$ cat config.mk
export PLATFORM = sky130hd
export DESIGN_NAME = camera_controller_flat
export DESIGN_NICKNAME = d
export VERILOG_FILES = /design/src/rtl/camera_controller_if.sv /design/src/rtl/camera_controller.sv /design/src/flat_wrapper.sv
export SDC_FILE = /design/constraint.sdc
export NUM_CORES = 1
export LEC_CHECK = 0
export BUFFER_PORTS_ARGS = -buffer_cell sky130_fd_sc_hd__buf_2
export CAP_MARGIN = 20
export CORE_AREA = 4 4 227 229
export DETAILED_ROUTE_END_ITERATION = 8
export DIE_AREA = 0 0 231 233
export PLACE_DENSITY_LB_ADDON = 0.12
export SLEW_MARGIN = 20
export SYNTH_ARGS = -nofsm -noshare
export SYNTH_HDL_FRONTEND = slang
export SYNTH_SLANG_ARGS = --single-unit
$ cat constraint.sdc
create_clock -name clk_in -period 10.1 [get_ports clk_in]
set_clock_uncertainty 0.2 [all_clocks]
set_input_delay 1.01 -clock clk_in [delete_from_list [all_inputs] [get_ports clk_in]]
set_output_delay 1.01 -clock clk_in [all_outputs]
set_load 0.05 [all_outputs]
$ cat src/rtl/camera_controller_if.sv
`default_nettype none
// ============================================================================
//  Module   : camera_controller_if
//  Brief    : Target-in / camera-out signal bundle between the physics side
//             (master) and the camera controller (slave).
//  Revision : 1.0  initial release
// ============================================================================
interface camera_controller_if #(
    parameter int WORLD_BITS = 32
);
    logic signed [WORLD_BITS-1:0] target_x_in;
    logic signed [WORLD_BITS-1:0] target_y_in;
    logic                         target_valid_in;
    logic                         new_frame_in;
    logic                         snap_in;
    logic signed [WORLD_BITS-1:0] camera_x_out;
    logic signed [WORLD_BITS-1:0] camera_y_out;
    logic                         camera_update_out;
    logic                         busy_out;

    modport master (
        output target_x_in, target_y_in, target_valid_in, new_frame_in, snap_in,
        input  camera_x_out, camera_y_out, camera_update_out, busy_out
    );

    modport slave (
        input  target_x_in, target_y_in, target_valid_in, new_frame_in, snap_in,
        output camera_x_out, camera_y_out, camera_update_out, busy_out
    );
endinterface
`default_nettype wire

$ cat src/rtl/camera_controller.sv
`default_nettype none
// ============================================================================
//  Module   : camera_controller
//  Brief    : Smoothed, step-limited, world-clamped camera tracking that
//             commits a new camera position at most once per frame.
//  Revision : 1.0  initial release
// ============================================================================
module camera_controller #(
    parameter int                           WORLD_BITS   = 32,
    parameter int                           SMOOTH_SHIFT = 2,
    parameter int                           MAX_STEP     = 64,
    parameter logic signed [WORLD_BITS-1:0] X_MIN        = -1048576,
    parameter logic signed [WORLD_BITS-1:0] X_MAX        = 1048575,
    parameter logic signed [WORLD_BITS-1:0] Y_MIN        = -1048576,
    parameter logic signed [WORLD_BITS-1:0] Y_MAX        = 1048575,
    parameter logic signed [WORLD_BITS-1:0] INIT_X       = 0,
    parameter logic signed [WORLD_BITS-1:0] INIT_Y       = 0
) (
    input  wire logic          clk_in,
    input  wire logic          rst_in,
    camera_controller_if.slave cam_if
);

    typedef logic signed [WORLD_BITS-1:0] cam_t;
    typedef logic signed [WORLD_BITS:0]   wide_t;

    localparam wide_t c_max_step = wide_t'(MAX_STEP);
    localparam wide_t c_min_step = -c_max_step;
    localparam wide_t c_x_min    = wide_t'(X_MIN);
    localparam wide_t c_x_max    = wide_t'(X_MAX);
    localparam wide_t c_y_min    = wide_t'(Y_MIN);
    localparam wide_t c_y_max    = wide_t'(Y_MAX);

    typedef enum logic [2:0] {
        S_IDLE   = 3'd0,
        S_TRACK  = 3'd1,
        S_CALC   = 3'd2,
        S_LIMIT  = 3'd3,
        S_COMMIT = 3'd4
    } state_t;

    state_t r_state;
    state_t w_state_next;
    logic   w_busy;

    cam_t   r_tgt_x, r_tgt_y;
    cam_t   r_work_x, r_work_y;
    logic   r_work_snap;
    logic   r_have_target;
    logic   r_snap_pending;
    wide_t  r_dx, r_dy;
    wide_t  r_step_x, r_step_y;
    cam_t   r_next_x, r_next_y;
    cam_t   r_cam_x, r_cam_y;
    logic   r_update;

    wide_t  w_dx, w_dy;
    wide_t  w_lim_x, w_lim_y;
    wide_t  w_pos_x, w_pos_y;
    logic   w_snap_set;

    // Arithmetic shift floors; a small positive error still nudges by one.
    function automatic wide_t f_smooth(input wide_t d);
        wide_t s;
        s = d >>> SMOOTH_SHIFT;
        if (!d[WORLD_BITS] && (d != '0) && (s == '0))
            s = wide_t'(1);
        return s;
    endfunction

    function automatic wide_t f_clamp(input wide_t v, input wide_t lo, input wide_t hi);
        if (v < lo)
            return lo;
        if (v > hi)
            return hi;
        return v;
    endfunction

    always_ff @(posedge clk_in) begin
        if (rst_in)
            r_state <= S_IDLE;
        else
            r_state <= w_state_next;
    end

    always_comb begin
        w_state_next = r_state;
        w_busy       = 1'b0;
        case (r_state)
            S_IDLE:   if (r_have_target) w_state_next = S_TRACK;
            S_TRACK:  if (cam_if.new_frame_in) w_state_next = S_CALC;
            S_CALC:   begin w_state_next = S_LIMIT;  w_busy = 1'b1; end
            S_LIMIT:  begin w_state_next = S_COMMIT; w_busy = 1'b1; end
            S_COMMIT: begin w_state_next = S_TRACK;  w_busy = 1'b1; end
            default:  w_state_next = S_IDLE;
        endcase
    end

    always_comb begin
        w_dx    = wide_t'(r_work_x) - wide_t'(r_cam_x);
        w_dy    = wide_t'(r_work_y) - wide_t'(r_cam_y);
        w_lim_x = r_work_snap ? r_dx : f_clamp(r_step_x, c_min_step, c_max_step);
        w_lim_y = r_work_snap ? r_dy : f_clamp(r_step_y, c_min_step, c_max_step);
        w_pos_x = f_clamp(wide_t'(r_cam_x) + w_lim_x, c_x_min, c_x_max);
        w_pos_y = f_clamp(wide_t'(r_cam_y) + w_lim_y, c_y_min, c_y_max);
        w_snap_set = cam_if.snap_in | (cam_if.target_valid_in & ~r_have_target);
    end

    always_ff @(posedge clk_in) begin
        if (rst_in) begin
            r_tgt_x        <= INIT_X;
            r_tgt_y        <= INIT_Y;
            r_work_x       <= INIT_X;
            r_work_y       <= INIT_Y;
            r_work_snap    <= 1'b0;
            r_have_target  <= 1'b0;
            r_snap_pending <= 1'b0;
            r_dx           <= '0;
            r_dy           <= '0;
            r_step_x       <= '0;
            r_step_y       <= '0;
            r_next_x       <= INIT_X;
            r_next_y       <= INIT_Y;
            r_cam_x        <= INIT_X;
            r_cam_y        <= INIT_Y;
            r_update       <= 1'b0;
        end else begin
            r_update <= (r_state == S_COMMIT);

            if (cam_if.target_valid_in) begin
                r_tgt_x       <= cam_if.target_x_in;
                r_tgt_y       <= cam_if.target_y_in;
                r_have_target <= 1'b1;
            end

            // A set in the commit cycle wins so it carries into the next update.
            r_snap_pending <= w_snap_set | (r_snap_pending & (r_state != S_COMMIT));

            case (r_state)
                S_TRACK: begin
                    if (cam_if.new_frame_in) begin
                        r_work_x    <= cam_if.target_valid_in ? cam_if.target_x_in : r_tgt_x;
                        r_work_y    <= cam_if.target_valid_in ? cam_if.target_y_in : r_tgt_y;
                        r_work_snap <= r_snap_pending | cam_if.snap_in;
                    end
                end
                S_CALC: begin
                    r_dx     <= w_dx;
                    r_dy     <= w_dy;
                    r_step_x <= f_smooth(w_dx);
                    r_step_y <= f_smooth(w_dy);
                end
                S_LIMIT: begin
                    r_next_x <= cam_t'(w_pos_x);
                    r_next_y <= cam_t'(w_pos_y);
                end
                S_COMMIT: begin
                    r_cam_x <= r_next_x;
                    r_cam_y <= r_next_y;
                end
                default: ;
            endcase
        end
    end

    assign cam_if.camera_x_out      = r_cam_x;
    assign cam_if.camera_y_out      = r_cam_y;
    assign cam_if.camera_update_out = r_update;
    assign cam_if.busy_out          = w_busy;

endmodule
`default_nettype wire

$ cat src/flat_wrapper.sv
// flat-port wrapper written by rule: the top's interface ports become plain ports
module camera_controller_flat 
#(
    parameter int                           WORLD_BITS   = 32,
    parameter int                           SMOOTH_SHIFT = 2,
    parameter int                           MAX_STEP     = 64,
    parameter logic signed [WORLD_BITS-1:0] X_MIN        = -1048576,
    parameter logic signed [WORLD_BITS-1:0] X_MAX        = 1048575,
    parameter logic signed [WORLD_BITS-1:0] Y_MIN        = -1048576,
    parameter logic signed [WORLD_BITS-1:0] Y_MAX        = 1048575,
    parameter logic signed [WORLD_BITS-1:0] INIT_X       = 0,
    parameter logic signed [WORLD_BITS-1:0] INIT_Y       = 0
)
  (clk_in, rst_in, cam_if_target_x_in, cam_if_target_y_in, cam_if_target_valid_in, cam_if_new_frame_in, cam_if_snap_in, cam_if_camera_x_out, cam_if_camera_y_out, cam_if_camera_update_out, cam_if_busy_out);
  camera_controller_if #(.WORLD_BITS(WORLD_BITS)) cam_if_i ();
  input  wire logic clk_in;
  input  wire logic rst_in;
  input wire logic [$bits(cam_if_i.target_x_in)-1:0] cam_if_target_x_in;
  input wire logic [$bits(cam_if_i.target_y_in)-1:0] cam_if_target_y_in;
  input wire logic [$bits(cam_if_i.target_valid_in)-1:0] cam_if_target_valid_in;
  input wire logic [$bits(cam_if_i.new_frame_in)-1:0] cam_if_new_frame_in;
  input wire logic [$bits(cam_if_i.snap_in)-1:0] cam_if_snap_in;
  output wire logic [$bits(cam_if_i.camera_x_out)-1:0] cam_if_camera_x_out;
  output wire logic [$bits(cam_if_i.camera_y_out)-1:0] cam_if_camera_y_out;
  output wire logic [$bits(cam_if_i.camera_update_out)-1:0] cam_if_camera_update_out;
  output wire logic [$bits(cam_if_i.busy_out)-1:0] cam_if_busy_out;
  assign cam_if_i.target_x_in = cam_if_target_x_in;
  assign cam_if_i.target_y_in = cam_if_target_y_in;
  assign cam_if_i.target_valid_in = cam_if_target_valid_in;
  assign cam_if_i.new_frame_in = cam_if_new_frame_in;
  assign cam_if_i.snap_in = cam_if_snap_in;
  assign cam_if_camera_x_out = cam_if_i.camera_x_out;
  assign cam_if_camera_y_out = cam_if_i.camera_y_out;
  assign cam_if_camera_update_out = cam_if_i.camera_update_out;
  assign cam_if_busy_out = cam_if_i.busy_out;
  camera_controller #(.WORLD_BITS(WORLD_BITS), .SMOOTH_SHIFT(SMOOTH_SHIFT), .MAX_STEP(MAX_STEP), .X_MIN(X_MIN), .X_MAX(X_MAX), .Y_MIN(Y_MIN), .Y_MAX(Y_MAX), .INIT_X(INIT_X), .INIT_Y(INIT_Y)) u_core (.clk_in(clk_in), .rst_in(rst_in), .cam_if(cam_if_i));
endmodule
After elaboration in Yosys (flattened, before gate mapping)
Cells that the tools add are included.

storage, ports and cells
  bits in registers = 395
  bits in latches = 0
  RAM bits = 0
  bits in read-only memories = 0
  input bits = 69
  output and inout port bits = 66
  word-level logic and storage cells = 94
  memories kept = 0

operators by class
  add/subtract/negate cells = 4
  multiply operators = 0
  div/mod/pow operators = 0
  $lt $le $gt $ge = 8
  equal/unequal tests = 7
  shifts and indexed selects = 0
  muxes and demuxes = 38
  bitwise operators = 6
  reductions and logical operators = 14

operator list
  operator                                                          count
  2-to-1 mux 33 bit                                                 12
  2-to-1 mux 32 bit                                                 10
  adder 32 x 33 -> 33 bit                                           2
  greater-than comparator 33 x 21 -> 1 bit (second input constant)  2
  greater-than comparator 33 x 8 -> 1 bit (second input constant)   2
  zero test 33 bit                                                  2
  less-than comparator 33 x 21 -> 1 bit (second input constant)     2
  less-than comparator 33 x 7 -> 1 bit (second input constant)      2
  nonzero test 33 bit                                               2
  subtractor 32 x 32 -> 33 bit                                      2
  one-hot mux 3 bit (5 select lines)                                1
  2-to-1 mux 1 bit                                                  13
  equality test 3 x 2 -> 1 bit (second input constant)              2
  2-to-1 mux 3 bit                                                  2
  logical AND 1 bit                                                 4
  AND reduction 2 bit                                               2
  equality test 3 x 1 -> 1 bit (second input constant)              1
  equality test 3 bit (second input constant)                       1
  zero test 3 bit                                                   1
  inequality test 3 bit (second input constant)                     1
  bitwise OR 1 bit                                                  3
  OR reduction 3 bit                                                1
  AND 1 bit                                                         2
  zero test 1 bit                                                   2
  3 further kinds                                                   3

Longest topological paths before layout
Gate-level depths: netlist of the first run.

  word-level depth = 12
  depth in mapped cells = 19
  depth with buffers taken out = 18

Least setup slack after synthesis of the first run
No wires, ideal clock.

  kind = register to register
  start point = reg u_core.r_step_x[19]
  end point = reg u_core.r_next_x[17]
  setup time = 0.079 ns
  arrival time = 4.112 ns
  required time = 9.821 ns
  path slack = 5.709 ns
  cell stages (with the launch flop) = 20
  path buffers = 1
  period minus slack after synthesis = 4.391 ns
  cell sequence = dfxtp_1 -> nor4_1 -> nand4_1 -> nor4_1 -> a31oi_1 -> nor2_1 -> a22o_1 -> ha_1 -> fa_1 -> a211o_1 -> a2111oi_2 -> or4b_4 -> a211o_2 -> a211oi_2 -> o32ai_2 -> xnor2_1 -> nor2_2 -> buf_2 -> and3b_1 -> a211oi_2

between the ends
  cells in the longest elaborated chain, start to end = 12
  elaborated cells on any way between the ends = 18
  classes of those cells = add/sub (1); order compare (4); mux (13)

ends and longest elaborated chain
  what                                      RTL line                  RTL
  start: declaration                        camera_controller.sv:52   wide_t r_step_x, r_step_y;
  start signal: assignment                  camera_controller.sv:150  r_step_x <= f_smooth(w_dx);
  greater-than comparator 33 x 8 -> 1 bit   camera_controller.sv:74   if (v > hi)
  2-to-1 mux 1 bit (2 in a row)             camera_controller.sv:74
  2-to-1 mux 33 bit                         camera_controller.sv:76   return v;
  2-to-1 mux 33 bit (*)                     camera_controller.sv:74
  2-to-1 mux 33 bit (*)                     camera_controller.sv:102  w_lim_x = r_work_snap ? r_dx : f_clamp(r_step_x, c_min_step, c_max_step);
  adder 32 x 33 -> 33 bit (*)               camera_controller.sv:104  w_pos_x = f_clamp(wide_t'(r_cam_x) + w_lim_x, c_x_min, c_x_max);
  greater-than comparator 33 x 21 -> 1 bit  camera_controller.sv:74
  2-to-1 mux 1 bit (2 in a row)             camera_controller.sv:74
  2-to-1 mux 32 bit                         camera_controller.sv:76
  2-to-1 mux 32 bit (*)                     camera_controller.sv:74
  end signal: assignment                    camera_controller.sv:154  r_next_x <= cam_t'(w_pos_x);
  end: declaration                          camera_controller.sv:53   cam_t r_next_x, r_next_y;

Every way passes the cells marked *; elsewhere a longest branch is shown, timed or not. The select of a mux whose other input is x is not followed.
A chain may end at the register's enable or synchronous reset.

Worst setup path after layout of the first run
  start point = reg u_core.r_work_snap
  end point = reg u_core.r_next_y[4]

between the ends
  cells in the longest elaborated chain, start to end = 7
  elaborated cells on any way between the ends = 10
  classes of those cells = add/sub (1); order compare (2); mux (7)

ends and longest elaborated chain
  what                                      RTL line                  RTL
  start: declaration                        camera_controller.sv:48   logic r_work_snap;
  start signal: assignment                  camera_controller.sv:144  r_work_snap <= r_snap_pending | cam_if.snap_in;
  2-to-1 mux 33 bit (*)                     camera_controller.sv:103  w_lim_y = r_work_snap ? r_dy : f_clamp(r_step_y, c_min_step, c_max_step);
  adder 32 x 33 -> 33 bit (*)               camera_controller.sv:105  w_pos_y = f_clamp(wide_t'(r_cam_y) + w_lim_y, c_y_min, c_y_max);
  greater-than comparator 33 x 21 -> 1 bit  camera_controller.sv:74
  2-to-1 mux 1 bit (2 in a row)             camera_controller.sv:74
  2-to-1 mux 32 bit                         camera_controller.sv:76
  2-to-1 mux 32 bit (*)                     camera_controller.sv:74
  end signal: assignment                    camera_controller.sv:155  r_next_y <= cam_t'(w_pos_y);
  end: declaration                          camera_controller.sv:53

Marked as above.

==> flow_summary.yaml, run 1 <==
logic_synthesis:
  synthDistinctLibCells: 93
  synthTopCellsByArea: "dfxtp_1 36%, nand2_1 8.3%, a21oi_1 8.2%"
  synth_top_area_share_pct: 35.5
  yosysSeqAreaShare_pct: 35.5
  synth_ff_type: "dfxtp_1"
  synthCells: 2793
  synth_async_sr_flop_share_pct: 0
  avgSynthCellArea_sq_um: 7.89
  syn_nets: 2994
  ys_ff_latch: 391
  syn-cell-area_sq_um: 22000
  yosys_warnings: 0
  synth_edf_count: 0
  yosysTopAreaCell: "dfxtp_1"
sta:
  rsz0062_at_grt: "false"
  relSlewSlack_pct: 34.4
  setup_viol: 0
  period_share_pct: 58.3
  finalMaxSlewViolations: 0
  holdWs_ns: 0.248
  final_hold_viol_count: 0
  fin_ws_ns: 4.22
  max_clock_freq_mhz: 170
  tightestPinTransition_ns: 0.984
  finalSetupTns_ns: 0
  period_minus_slack_ns: 5.88
place:
  io_buffer_count: 134
  gp_congestion: 0.956
  post-place-ws_ns: 3.89
  dp.final_hpwl_mm: 52.0
die:
  die_w_microns: 231
  start_util_pct: 44.4
  boundaryPins: 135
  core-area_sq_um: 49700
  die_h_microns: 233
  die_area_sq_um: 53800
  rows: 82
clocking:
  clk_pin_slew_ns: 0.06
  cts_max_level: 2
  clk_path_buf_depth: 3
  cts_tree: "built"
  cts_buffers: 45
  clockRootBuffer: "clkbuf_16"
  cts_resized: 0
  cts_hold_buf: 0
  cts.sinks: 391
  clock_latency_ns: 0.58
  cts_setup_buffers: 0
finish:
  drive_gt1_share_pct: 9.74
  final_cell_mix: "486 x nand2_1, 390 x dfxtp_1, 362 x a21oi_1"
  insertedDiodeCount: 0
  area_growth_pct: 11.3
  nets: 3033
  layout_commonest_cell: "nand2_1"
route:
  drt_wl_total_mm: 69.4
  via_per_inst: 5.69
  drt_pass1_iterations: 5
  postRouteAntennaNets: 0
  first_iter_violations: 1387
  num_vias: 20100
  drc_errors: 0
  wire_per_inst_microns: 19.6
critical_path:
  cp-start-kind: "flip-flop"
  critPathCaptureType: "flip-flop"
  cp.arrival_ns: 6.09
  critical_path_required_ns: 10.30
  cp_top_family: "simple AND/OR/NAND/NOR gates"
  crit_chain: "buf_4 -> nand2b_1 -> buf_8 -> nand2_1 -> ha_1 -> and4_1 -> and3_1 -> o2111ai_1 -> a211oi_2 -> nor4_2 -> or4_1 -> a21oi_2 -> nor4_4 -> nor2_2 -> a22oi_1"
  crit_path_max_incr_delay_ns: 0.80
  cp_max_fo: 37
  crit_type: "flip-flop to flip-flop"
  slowest_stage: "dfxtp_2"
  worst-path-buf-inv: 2
power_and_ir_drop:
  vdd_ir_drop_max_mv: 0.123
  p_leak_uw: 0.0103
  power_density_nw_per_um2: 169
global_route:
  gr-total-overflow: 0
  grt_max_degree: 197
  grt_pass1_vias: 19400
  grt_pass1_wl_mm: 107
  antenna_found_initial: 0
  grt_usage_pct: 24.9
run:
  drv_cap: 0
worst_hold_path:
  hp-class: "flip-flop to flip-flop"
run_status:
  outcome: "finished clean"
synthesized netlist by cell type (13+ instances only):
cell / number
o211ai_1: 17
nand2_1: 487
buf_2: 13
a21o_1: 54
o21a_1: 50
xnor2_1: 63
nand3_1: 36
nand4_1: 31
dfxtp_1: 391
nor2_1: 262
a221oi_1: 23
or3_1: 16
nor2b_1: 13
a211oi_1: 89
nor3_1: 35
mux2i_1: 70
and3_1: 22
ha_1: 128
nor4_1: 26
xor2_1: 34
a21oi_1: 362
clkbuf_1: 133
nand2b_1: 19
o21ai_0: 59
a31oi_1: 14
inv_1: 107
tightest hold or removal path, delay by kind of cell, from the launching register on:
kind             cells  cell delay, ns
AO/OA/AOI/OAI        1            0.05
flip-flops           1            0.30
AND/OR/NAND/NOR      1            0.05
kinds of logic (layout without fill, tap and decap cells):
group	Yosys count	in the layout	synth area share, %
AND/OR/NAND/NOR	1010	1010	20.4
AO/OA/AOI/OAI	828	828	24.7
flip-flops	391	391	35.5
buffers and inverters	265	336	4.71
adder cells (fa/ha/maj)	132	132	7.63
XOR/XNOR	97	97	3.86
multiplexers	70	70	3.18
power by group:
part	total [uW]	switching (uW)	internal, uW
clock network	1590	648	943
logic	900	568	332
registers	1650	42.9	1610
total	4140	1260	2880
per-stage QoR:
step                      std cells  power, uW  instance area (sq um)  utilization [%]
after floorplan                2793       2320                  22000                -
after global placement         3456       2560                  23100             46.5
after detailed placement       3456       2570                  23100             46.5
after CTS                      3535       4180                  24500             49.3
after global routing           3536       4330                  24500             49.4
final                          3536       4140                  24500             49.4
worst paths after layout:
check | startpoint | endpoint | slack (ns) | cells past startpoint
worst max-delay path | u_core.r_work_snap | u_core.r_next_y[4] | 4.22 | 15
worst min register to register | u_core.r_next_x[20] | u_core.cam_if.camera_x_out[20] | 0.25 | 2
worst min-delay path | u_core.r_next_x[20] | u_core.cam_if.camera_x_out[20] | 0.25 | 2
worst max register to register | u_core.r_work_snap | u_core.r_next_y[4] | 4.22 | 15
registers in the layout, indices dropped and copies added, names as in the netlist:
signal / cells
u_core.r_step_x: 31
u_core.r_have_target: 1
u_core.cam_if.camera_y_out: 32
u_core.cam_if.camera_x_out: 32
u_core.r_step_y: 31
u_core.r_dx: 33
u_core.r_work_snap: 1
u_core.r_work_y: 32
u_core.r_tgt_y: 32
u_core.cam_if.camera_update_out: 1
u_core.r_dy: 33
u_core.r_work_x: 32
u_core.r_next_y: 32
u_core.r_snap_pending: 1
u_core.r_next_x: 32
u_core.r_tgt_x: 32
u_core.r_state: 3
routing by layer:
layer	vias to the layer above	routed length (microns)	global-route usage [%]
met5	-	0	0
met4	0	2320	8.89
met3	100	2410	2.56
met2	392	33800	43.9
met1	9618	30800	31.7
li1	10000	-	-
layout make-up:
type	instances	area [sq um]
clock buffers	67	1310
clock inverters	12	120
fillers	4970	25100
inverters	107	402
multi-input cells	2137	13200
flip-flops and latches	391	7830
well taps	672	841
repair buffers	150	823
Note: power is estimated with default switching activity, not from simulation.
==> run 2: changes to the inputs <==
--- a/config.mk
+++ b/config.mk
@@ -5,11 +5,12 @@
 export SDC_FILE = /design/constraint.sdc
 export NUM_CORES = 1
 export LEC_CHECK = 0
+export ABC_AREA = 1
 export BUFFER_PORTS_ARGS = -buffer_cell sky130_fd_sc_hd__buf_2
 export CAP_MARGIN = 20
-export CORE_AREA = 4 4 227 229
+export CORE_AREA = 4 4 234 236
 export DETAILED_ROUTE_END_ITERATION = 8
-export DIE_AREA = 0 0 231 233
+export DIE_AREA = 0 0 238 240
 export PLACE_DENSITY_LB_ADDON = 0.12
 export SLEW_MARGIN = 20
 export SYNTH_ARGS = -nofsm -noshare
==> constraint.sdc (replaced) <==
create_clock -name clk_in -period 4.8 [get_ports clk_in]
set_clock_uncertainty 0.2 [all_clocks]
set_input_delay 0.48 -clock clk_in [delete_from_list [all_inputs] [get_ports clk_in]]
set_output_delay 0.48 -clock clk_in [all_outputs]
set_load 0.05 [all_outputs]
==> run 2 against run 1 <==
Effect of this change:
- maximum frequency rose by 37%
- final cell count rose by 26%
- wire length rose by 4.8%
- worst hold slack got worse by 0.20 ns
- global-route usage fell by 0.083 points
- sequential power rose by 110%
- flip-flop and latch count did not move
- via count rose by 14%
- clock power rose by 110%
- clock-buffer cell count fell by 5
- critical path type unchanged
- critical endpoint is now u_core.r_next_x[15]
==> flow_summary.yaml, run 2 <==
run_status:
  outcome: "finished clean"
die:
  core-area_sq_um: 52400
  boundaryPins: 135
  start_util_pct: 44.6
  die_h_microns: 240
  rows: 84
  die_w_microns: 238
  die_area_sq_um: 57100
critical_path:
  cp_max_fo: 20
  crit_path_frequent_cell: "nand2_1"
  critical_path_required_ns: 5.03
  slowest_stage: "ha_1"
  r2r-end: "u_core.r_next_x[15]"
  cp.arrival_ns: 4.52
  crit_path_max_incr_delay_ns: 0.35
  critPathCaptureType: "flip-flop"
  crit_type: "flip-flop to flip-flop"
  rr_startpoint: "u_core.r_step_x[25]"
  cp-start-kind: "flip-flop"
  r2r_slack_ns: 0.50
  worst-path-buf-inv: 4
  worstRegToRegCells: 26
  cp_top_family: "simple AND/OR/NAND/NOR gates"
power_and_ir_drop:
  p_leak_uw: 0.0128
  internal_power_uw: 6400
  vdd_ir_drop_max_mv: 0.260
  power_density_nw_per_um2: 369
  pwr-share-comb_pct: 30.1
  power_frac_clock_pct: 34.1
  p_sw_share_pct: 34.9
  netSwitchingPower_uw: 3440
  finalPower_uw: 9840
  seqPwrFrac_pct: 35.8
clocking:
  clock_latency_ns: 0.58
  cts_setup_buffers: 0
  cts.sinks: 391
  clk_path_buf_depth: 3
  cts_buffers: 43
  cts_tree: "built"
  cts_max_level: 2
  clk_pin_slew_ns: 0.06
  clockRootBuffer: "clkbuf_16"
sta:
  period_share_pct: 89.5
  setup_viol: 0
  finalMaxSlewViolations: 0
  tightestPinTransition_ns: 0.867
  period_minus_slack_ns: 4.30
  rsz0062_at_grt: "false"
  finalSetupTns_ns: 0
  relSlewSlack_pct: 42.1
  max_clock_freq_mhz: 233
  final_hold_viol_count: 0
worst_hold_path:
  worstHoldPathCells: 3
  hp-class: "input port to flip-flop"
  whs_endpoint: "u_core.r_tgt_x[31]"
  min_from: "cam_if_target_x_in[31]"
global_route:
  grt_max_degree: 115
  grt_pass1_vias: 20900
  grt_pass1_wl_mm: 114
  antenna_found_initial: 2
  grt_usage_pct: 24.8
  gr-total-overflow: 0
place:
  dp.final_hpwl_mm: 56.0
  gp_congestion: 0.910
  io_buffer_count: 134
finish:
  reg_top3: "u_core.r_dx x33, u_core.r_dy x33"
  area_growth_pct: 13.8
  drive_gt1_share_pct: 7.18
  final_cell_mix: "1047 x nand2_1, 461 x nor2_1, 417 x inv_1"
  layout_commonest_cell: "nand2_1"
  nets: 3933
logic_synthesis:
  yosysTopAreaCell: "dfxtp_1"
  synthDistinctLibCells: 39
  avgSynthCellArea_sq_um: 6.51
  ys_top_cells_by_count: "1047 x nand2_1, 465 x nor2_1, 419 x inv_1, 391 x dfxtp_1, 373 x a21oi_1"
  syn_nets: 3799
  syn-cell-area_sq_um: 23400
  synthTopCellsByArea: "dfxtp_1 33%, nand2_1 17%, a21oi_1 8.0%"
  ys_ff_latch: 391
  yosys_warnings: 0
  yosysMostFrequentCell: "nand2_1"
  synth_top_area_share_pct: 33.4
  synth_async_sr_flop_share_pct: 0
  synth_ff_type: "dfxtp_1"
  synthCells: 3598
  yosysSeqAreaShare_pct: 33.4
  synth_edf_count: 0
route:
  num_vias: 22900
  wire_per_inst_microns: 16.3
  drc_errors: 0
  via_per_inst: 5.14
  first_iter_violations: 1717
  drt_wl_total_mm: 72.7
  postRouteAntennaNets: 0
  drt_pass1_iterations: 6
run:
  drv_cap: 0
## run 2: changes by cell type after synthesis, sizes merged, moves of 19 or more
cell | before | now
a211oi | 94 | 65
a21o | 54 | 11
a221oi | 23 | 0
and3 | 22 | 0
clkbuf | 133 | 105
inv | 107 | 420
nand2 | 487 | 1055
nand2b | 19 | 0
nand3 | 36 | 139
nor2 | 265 | 474
o21a | 50 | 4
o21ai | 67 | 124
xnor2 | 63 | 40
## run 2: worst register-to-register path, stage by stage (launching register included)
cell and delay, ns:
dfxtp_1 0.33, inv_1 0.05, nor4_1 0.30, nand4_1 0.14, o41ai_1 0.27, nand2_1 0.12, nor2_2 0.16, inv_1 0.11
o21ai_0 0.30, ha_1 0.35, nand2_1 0.13, inv_1 0.04, nand3_1 0.07, nand2_1 0.14, nand2_1 0.09, nand3_1 0.17
nand2_1 0.14, nand2_1 0.06, nand2_1 0.05, nand2_1 0.07, nor2_1 0.10, nand3_1 0.08, o21bai_1 0.14, buf_4 0.29
nand2_1 0.11, nand2_1 0.07, a21oi_1 0.06
## run 2: through the flow
| stage | hold slack (ns) | std cells | instance area, sq um | setup WS, ns | utilization, % |
|---|---|---|---|---|---|
| final | 0.0439 | 4449 | 26600 | 0.504 | 50.8 |
| after global routing | 0.0535 | 4448 | 26600 | 0.0221 | 50.8 |
| after CTS | 0.00478 | 4448 | 26600 | 0.402 | 50.8 |
| after detailed placement | 0.253 | 4312 | 24600 | 0.423 | 46.9 |
| after global placement | 0.249 | 4312 | 24600 | 0.485 | 46.9 |
| after floorplan | 0.241 | 3598 | 23400 | 1.33 | - |
## run 2: worst max-delay path by stage
stage,start,endpoint,slack [ns],cells past startpoint
6_report,u_core.r_step_x[25],u_core.r_next_x[15],0.50,26
5_1_grt,u_core.r_step_y[24],u_core.r_next_y[1],0.02,26
4_1_cts,u_core.r_step_y[24],u_core.r_next_y[1],0.40,26
2_1_floorplan,u_core.r_step_y[8],u_core.r_next_y[15],1.33,26
3_3_place_gp,u_core.r_step_y[8],u_core.r_next_y[7],0.49,25
3_5_place_dp,u_core.r_step_x[25],u_core.r_next_x[15],0.42,25
## run 2: power by group through the flow
stage                     sequential, uW  clock, uW  combinational, uW
after floorplan                     3570          0               2170
after global placement              3580          0               2860
after detailed placement            3590          0               2870
after CTS                           3520       3430               2920
after global routing                3540       3550               3360
final                               3520       3360               2960
## run 2: routing by layer
layer	GRT usage [%]	share of wire [%]	vias up
met5	0	0.018	-
met4	4.93	1.5	2
met3	3.50	6.6	68
met2	34.3	39	555
met1	40.4	53	10400
li1	-	-	11900
## run 2: repair_timing
action	in CTS	in global routing
hold buffers	63	0
hold endpoints to repair	64	0
endpoints found under the setup margin	0	34
resized for setup	0	5
## run 2: area by class of cell
cell class,instances,area [sq um]
inverters,421,1580
diodes,1,2.50
well taps,688,861
fillers,5440,25800
flip-flops and latches,391,7830
clock buffers,62,1270
clock inverters,11,141
multi-input cells,2659,13500
repair buffers,216,1460
## run 2: logic make-up after synthesis
group                    Yosys count  synth area share [%]
AO/OA/AOI/OAI                    607                  14.2
multiplexers                      64                  2.74
XOR/XNOR                          69                  2.58
buffers and inverters            548                  8.96
AND/OR/NAND/NOR                 1787                  30.9
adder cells (fa/ha/maj)          132                  7.18
flip-flops                       391                  33.4
